<file path="src/rtl/jtpopeye_pkg.sv">
// Shared geometry for the jtpopeye video timing generator.
// Holds the Popeye board defaults plus the set/clear window helper that the
// timer and its window sub-blocks both use.
package jtpopeye_pkg;

  localparam int POP_HW        = 9;
  localparam int POP_VW        = 9;
  localparam int POP_H_TOTAL   = 384;
  localparam int POP_HB_START  = 256;
  localparam int POP_HB_END    = 0;
  localparam int POP_HS_START  = 296;
  localparam int POP_HS_END    = 328;
  localparam int POP_V_TOTAL   = 264;
  localparam int POP_VB_START  = 240;
  localparam int POP_VB_END    = 16;
  localparam int POP_VS_START  = 248;
  localparam int POP_VS_END    = 252;
  localparam int POP_FLIP_LSB  = 3;
  localparam int POP_DMA_ALIGN = 3;

  // Set wins over clear; START==END is never configured so they cannot collide.
  function automatic logic win_next(input logic cur, input logic hit_set,
                                    input logic hit_clr);
    if (hit_set) return 1'b1;
    if (hit_clr) return 1'b0;
    return cur;
  endfunction

endpackage

</file>
<file path="src/rtl/jtpopeye_vtimer_win.sv">
// Set/clear compare window: flag rises when the next count equals START and
// falls when it equals END, so windows may straddle the counter wrap.
// Ports: clk, rst_n, en (update strobe), cnt_d (next count), flag (registered).
module jtpopeye_vtimer_win
  import jtpopeye_pkg::*;
#(
  parameter int W     = 9,
  parameter int START = 0,
  parameter int END   = 1
) (
  input  logic         clk,
  input  logic         rst_n,
  input  logic         en,
  input  logic [W-1:0] cnt_d,
  output logic         flag
);

  localparam logic [W-1:0] START_C = W'(START);
  localparam logic [W-1:0] END_C   = W'(END);

  logic flag_d, flag_q;

  always_comb begin
    flag_d = flag_q;
    if (en) flag_d = win_next(flag_q, cnt_d == START_C, cnt_d == END_C);
  end

  always_ff @(posedge clk or negedge rst_n) begin
    if (!rst_n) flag_q <= 1'b0;
    else        flag_q <= flag_d;
  end

  assign flag = flag_q;

endmodule

</file>
<file path="src/rtl/jtpopeye_vtimer.sv">
// Parametrised video timing: H/V counters, blank/sync windows, DMA-safe blank,
// screen flip and frame-event pulses. All state advances only on cen.
// Ports: clk, rst_n, cen, flip in; H/V (flipped), Hraw/Vraw, HB/VB/HS/VS,
// HBD_n, vb_start, line_start, frame out.
module jtpopeye_vtimer
  import jtpopeye_pkg::*;
#(
  parameter int HW        = POP_HW,
  parameter int VW        = POP_VW,
  parameter int H_TOTAL   = POP_H_TOTAL,
  parameter int HB_START  = POP_HB_START,
  parameter int HB_END    = POP_HB_END,
  parameter int HS_START  = POP_HS_START,
  parameter int HS_END    = POP_HS_END,
  parameter int V_TOTAL   = POP_V_TOTAL,
  parameter int VB_START  = POP_VB_START,
  parameter int VB_END    = POP_VB_END,
  parameter int VS_START  = POP_VS_START,
  parameter int VS_END    = POP_VS_END,
  parameter int FLIP_LSB  = POP_FLIP_LSB,
  parameter int DMA_ALIGN = POP_DMA_ALIGN
) (
  input  logic          clk,
  input  logic          rst_n,
  input  logic          cen,
  input  logic          flip,
  output logic [HW-1:0] H,
  output logic [VW-1:0] V,
  output logic [HW-1:0] Hraw,
  output logic [VW-1:0] Vraw,
  output logic          HB,
  output logic          VB,
  output logic          HS,
  output logic          VS,
  output logic          HBD_n,
  output logic          vb_start,
  output logic          line_start,
  output logic          frame
);

  if (H_TOTAL > 2**HW || V_TOTAL > 2**VW ||
      HB_START >= H_TOTAL || HB_END >= H_TOTAL ||
      HS_START >= H_TOTAL || HS_END >= H_TOTAL ||
      VB_START >= V_TOTAL || VB_END >= V_TOTAL ||
      VS_START >= V_TOTAL || VS_END >= V_TOTAL ||
      DMA_ALIGN < 1 || DMA_ALIGN > HW || FLIP_LSB >= HW) begin : g_bad_geometry
    $error("jtpopeye_vtimer: timing parameters out of range");
  end

  localparam logic [HW-1:0] H_LAST   = HW'(H_TOTAL - 1);
  localparam logic [VW-1:0] V_LAST   = VW'(V_TOTAL - 1);
  localparam logic [VW-1:0] VB_SET   = VW'(VB_START);
  localparam logic [HW-1:0] DMA_MASK = (HW'(1) << DMA_ALIGN) - HW'(1);
  // Bits at and above FLIP_LSB invert under flip; the low pixel bits do not.
  localparam logic [HW-1:0] H_FLIP   = ~((HW'(1) << FLIP_LSB) - HW'(1));

  logic [HW-1:0] hraw_d, hraw_q;
  logic [VW-1:0] vraw_d, vraw_q;
  logic          hb_l_d, hb_l_q;
  logic          vb_start_d, vb_start_q;
  logic          line_start_d, line_start_q;
  logic          frame_d, frame_q;
  logic          h_wrap, line_tick, vb_rise;

  assign h_wrap    = (hraw_q == H_LAST);
  assign line_tick = cen & h_wrap;
  // VB can only be low when the line count reaches START, so hitting START
  // on a line tick is exactly the 0->1 edge.
  assign vb_rise   = line_tick & (vraw_d == VB_SET);

  always_comb begin
    hraw_d       = hraw_q;
    vraw_d       = vraw_q;
    hb_l_d       = hb_l_q;
    vb_start_d   = vb_start_q;
    line_start_d = line_start_q;
    frame_d      = frame_q;
    if (cen) begin
      hraw_d       = h_wrap ? '0 : hraw_q + HW'(1);
      line_start_d = h_wrap;
      vb_start_d   = vb_rise;
      frame_d      = frame_q ^ vb_rise;
      if (h_wrap) vraw_d = (vraw_q == V_LAST) ? '0 : vraw_q + VW'(1);
      // DMA may start only on a group boundary once blanking is under way.
      if ((hraw_q & DMA_MASK) == DMA_MASK) hb_l_d = HB;
    end
  end

  always_ff @(posedge clk or negedge rst_n) begin
    if (!rst_n) begin
      hraw_q       <= '0;
      vraw_q       <= '0;
      hb_l_q       <= 1'b0;
      vb_start_q   <= 1'b0;
      line_start_q <= 1'b0;
      frame_q      <= 1'b0;
    end else begin
      hraw_q       <= hraw_d;
      vraw_q       <= vraw_d;
      hb_l_q       <= hb_l_d;
      vb_start_q   <= vb_start_d;
      line_start_q <= line_start_d;
      frame_q      <= frame_d;
    end
  end

  jtpopeye_vtimer_win #(.W(HW), .START(HB_START), .END(HB_END)) u_hb (
    .clk(clk), .rst_n(rst_n), .en(cen), .cnt_d(hraw_d), .flag(HB));
  jtpopeye_vtimer_win #(.W(HW), .START(HS_START), .END(HS_END)) u_hs (
    .clk(clk), .rst_n(rst_n), .en(cen), .cnt_d(hraw_d), .flag(HS));
  jtpopeye_vtimer_win #(.W(VW), .START(VB_START), .END(VB_END)) u_vb (
    .clk(clk), .rst_n(rst_n), .en(line_tick), .cnt_d(vraw_d), .flag(VB));
  jtpopeye_vtimer_win #(.W(VW), .START(VS_START), .END(VS_END)) u_vs (
    .clk(clk), .rst_n(rst_n), .en(line_tick), .cnt_d(vraw_d), .flag(VS));

  assign Hraw       = hraw_q;
  assign Vraw       = vraw_q;
  assign H          = hraw_q ^ (flip ? H_FLIP : '0);
  assign V          = vraw_q ^ {VW{flip}};
  assign HBD_n      = ~(hb_l_q & HB);
  assign vb_start   = vb_start_q;
  assign line_start = line_start_q;
  assign frame      = frame_q;

endmodule

</file>
<file path="config.mk">
export PLATFORM = sky130hd
export DESIGN_NAME = jtpopeye_vtimer
export DESIGN_NICKNAME = d
export VERILOG_FILES = /design/src/rtl/jtpopeye_pkg.sv /design/src/rtl/jtpopeye_vtimer_win.sv /design/src/rtl/jtpopeye_vtimer.sv
export SDC_FILE = /design/constraint.sdc
export NUM_CORES = 1
export LEC_CHECK = 0
export ABC_AREA = 1
export CELL_PAD_IN_SITES_DETAIL_PLACEMENT = 1
export CELL_PAD_IN_SITES_GLOBAL_PLACEMENT = 2
export CORE_ASPECT_RATIO = 0.9
export CORE_MARGIN = 2
export CORE_UTILIZATION = 24
export CTS_BUF_LIST = sky130_fd_sc_hd__clkbuf_8
export DETAILED_ROUTE_END_ITERATION = 10
export HOLD_SLACK_MARGIN = 0.05
export PLACE_DENSITY_LB_ADDON = 0.1
export SLEW_MARGIN = 5
export SYNTH_ARGS = -nofsm -noshare
export SYNTH_HDL_FRONTEND = slang
export SYNTH_SLANG_ARGS = --single-unit
</file>
<file path="constraint.sdc">
create_clock -name clk -period 1.7 [get_ports clk]
set_input_delay 0.255 -clock clk [delete_from_list [all_inputs] [get_ports clk]]
set_output_delay 0.255 -clock clk [all_outputs]
set_load 0.01 [all_outputs]
</file>
==> impl_metrics.csv <==
group,metric,value,unit
global_route,grt_pass1_wl,9894,um
timing,clock_skew,0.002483,ns
timing,min_period,1.848,ns
route,dr.first_iter.drc_count,63,
clocking,cts_root_buf,"clkbuf_8",
place,dp_slack,-0.5450,ns
floorplan,io_pins,48,
power,p_comb_share,54.2,%
critical_path,worstPathArrival,2.04,ns
power,switching_power,1.119,mW
critical_path,worst_setup_path_end_kind,"flip-flop",
route,drt-pass1-iter-count,4,
critical_path,path_class,"flip-flop to flip-flop",
critical_path,startpoint,"Hraw[0]",
power,power.density,962.8,nW/um^2
synthesis,syn_area,1709,um^2
worst_hold_path,min-delay-path-class,"input pin to asynchronous set/reset pin",
clocking,ctsHtreeMaxLevel,1,
synthesis,ys_ff_latch,26,
route,vias_per_cell,4.307,
route,drt_wl_total,5791,um
synthesis,yosys_warnings,0,
power,peakVddDrop,456.5,uV
critical_path,rr_worst_depth,11,
floorplan,die_x,92.96,um
critical_path,rr_startpoint,"Hraw[0]",
clocking,clk_latency,0.28,ns
global_route,antenna_found_initial,0,
route,drc,0,
global_route,grt_pass1_vias,1989,
power,seqPwrFrac,27.2,%
global_route,grt_max_degree,27,
clocking,clock-sinks,26,
floorplan,coreArea,6967,um^2
run_status,violations,"setup timing",
layout,diodes,0,
timing,report.final.slew_viol_count,0,
layout,final_nets,352,
place,port_buffers,47,
route,antenna_left,0,
layout,post-route-util,44.58,%
synthesis,synth.top_cell.area_share,38.07,%
synthesis,synthTopCellsByArea,"dfrtp_1 (38%), nand2_1 (14%), xor2_1 (9.2%), inv_1 (7.2%), nand3_1 (6.1%)",
floorplan,start_util,24.53,%
power,p_int,1.871,mW
clocking,tritoncts,"built",
run_status,status,"complete, but fails checks",
global_route,grt_overflow,0,
synthesis,synth-seq-area-share,38.07,%
timing,relSlewSlack,75.34,%
power,leakagePower,1.565,nW
clocking,cts.clk_slew.worst_paths,0.11,ns
timing,hold_viol_final,0,
floorplan,num_rows,29,
clocking,cts-buffers-inserted,3,
place,place.gp.congestion,0.7944,
timing,finalCritPeriodShare,108.7,%
timing,tightest_slew,0.3699,ns
layout,area_growth,81.70,%
power,finalPower,2.990,mW
synthesis,synth_common_cells,"nand2_1 (66), inv_1 (33), dfrtp_1 (26)",
critical_path,r2r-end,"frame",
synthesis,ys_async_sr_fraction,100.0,%
synthesis,synth.distinct_cells,27,
critical_path,reg2reg_setup_slack,-0.15,ns
route,dr_total_vias,1882,
route,wire_per_inst,13.25,um
job,max_cap_violations,0,
synthesis,dominantRegCellSynth,"dfrtp_1",
timing,setup_ws,-0.1481,ns
critical_path,crit_fanout,8,
power,swShare,37.41,%
synthesis,syn_nets,241,
critical_path,endpoint,"frame",
critical_path,required,1.89,ns
critical_path,cp-start-kind,"flip-flop",
synthesis,synth-edff-count,0,
synthesis,yosysMostFrequentCell,"nand2_1",
clocking,cts_buffer_depth,2,
power,p_clk_share,18.7,%
place,hpwl,4277,um
synthesis,syn_inst,234,
layout,final.fill_count,863,
clocking,hold_buffers,0,
layout,drive_gt1_share,40.70,%
global_route,grt_usage,15.84,%
timing,timing.fmax,541.1,MHz
synthesis,synth_top_cell_by_area,"dfrtp_1",
synthesis,syn_avg_cell_area,7.304,um^2
timing,rsz0062_at_grt,"true",
floorplan,dieArea,7814,um^2
timing,finalSetupViolCount,5,
floorplan,die_h,84.06,um
[sequential cells by signal, indices dropped and copies added (netlist names)]
register and cells:
line_start 1, u_hs.flag 1, u_hb.flag 1, frame 1, Vraw 9, Hraw 9, vb_start 1, hb_l_q 1
u_vs.flag 1, u_vb.flag 1
[placed cells by master, fill, tap and decap left out, types with 5 or more instances in the layout]
cell type and count:
nand2_1 50, dfrtp_1 23, nand3_1 12, buf_6 5, nand4_1 6, nand3_2 7
nor2_1 9, nand2_2 18, nor2_4 9, dlygate4sd2_1 14, buf_4 60, clkdlybuf4s50_1 28
nor2_2 7, inv_1 31, xor2_1 17
[metal layers]
layer	track usage, %	wire length, um	vias to the layer above
met5	0	0	-
met3	1.445	177	4
li1	-	-	951
met2	25.30	2632	38
met4	3.610	49	0
met1	23.11	2931	889
[how the worst min path moves through the flow]
stage | endpoint | slack (ns) | cells after the start
after floorplan | Hraw[0] | -0.04 | 0
after global placement | u_vb.flag | 0.46 | 2
after detailed placement | u_vb.flag | 0.46 | 2
after CTS | Vraw[1] | 0.35 | 2
after global routing | hb_l_q | 0.39 | 2
final | hb_l_q | 0.34 | 2
[critical path, cell delays in order (launching register included)]
cell	delay (ns)
dfrtp_2	0.40
ha_4	0.16
nand3_4	0.07
inv_4	0.08
nand3_4	0.17
buf_6	0.20
nand2_4	0.05
nand4_1	0.20
nor2_4	0.21
nand2_2	0.10
nand2_1	0.07
nand2_1	0.04
[metrics by stage]
step / cell area, um^2 / TNS, ns / hold WS (ns) / std cells
final: 3105 / -0.4410 / 0.3404 / 437
after global routing: 3105 / -1.490 / 0.3882 / 437
after CTS: 2928 / -0.3930 / 0.3531 / 434
after detailed placement: 2670 / -6.446 / 0.4612 / 418
after global placement: 2670 / -5.823 / 0.4577 / 418
after floorplan: 1730 / 0 / -0.04059 / 234
[cell type report]
type,instances,area [um^2],area share (%)
Sequential cell,26,654.4,21.07
Multi-Input combinational cell,165,1136,36.58
Inverter,36,147.6,4.754
Timing Repair Buffer,113,979.7,31.55
Tap cell,93,116.4,3.747
Clock buffer,3,41.29,1.330
Clock inverter,1,30.03,0.9670
[power by group through the flow]
| stage | Combinational [mW] | Sequential, mW | Clock [mW] |
|---|---|---|---|
| floorplan | 0.494 | 0.918 | 0 |
| global placement | 1.45 | 0.811 | 0 |
| detailed placement | 1.45 | 0.817 | 0 |
| CTS | 1.54 | 0.806 | 0.572 |
| global route | 1.79 | 0.823 | 0.584 |
| finish | 1.62 | 0.812 | 0.559 |
[logic make-up after synthesis]
kind of cell    Yosys count  share of synthesized area [%]
simple gates            132                          36.02
flops                    26                          38.07
compound gates           12                          3.807
xor+xnor                 18                          9.224
fa+ha+maj                 3                          2.196
buf+inv                  43                          10.69
[repair_timing]
item                       4_1_cts  5_1_grt
pin swaps                       22       28
buffers inserted                12        5
hold endpoints to repair         0        0
setup endpoints to repair       21       12
gates resized for setup         52       46
(Power assumes the default switching activity.)
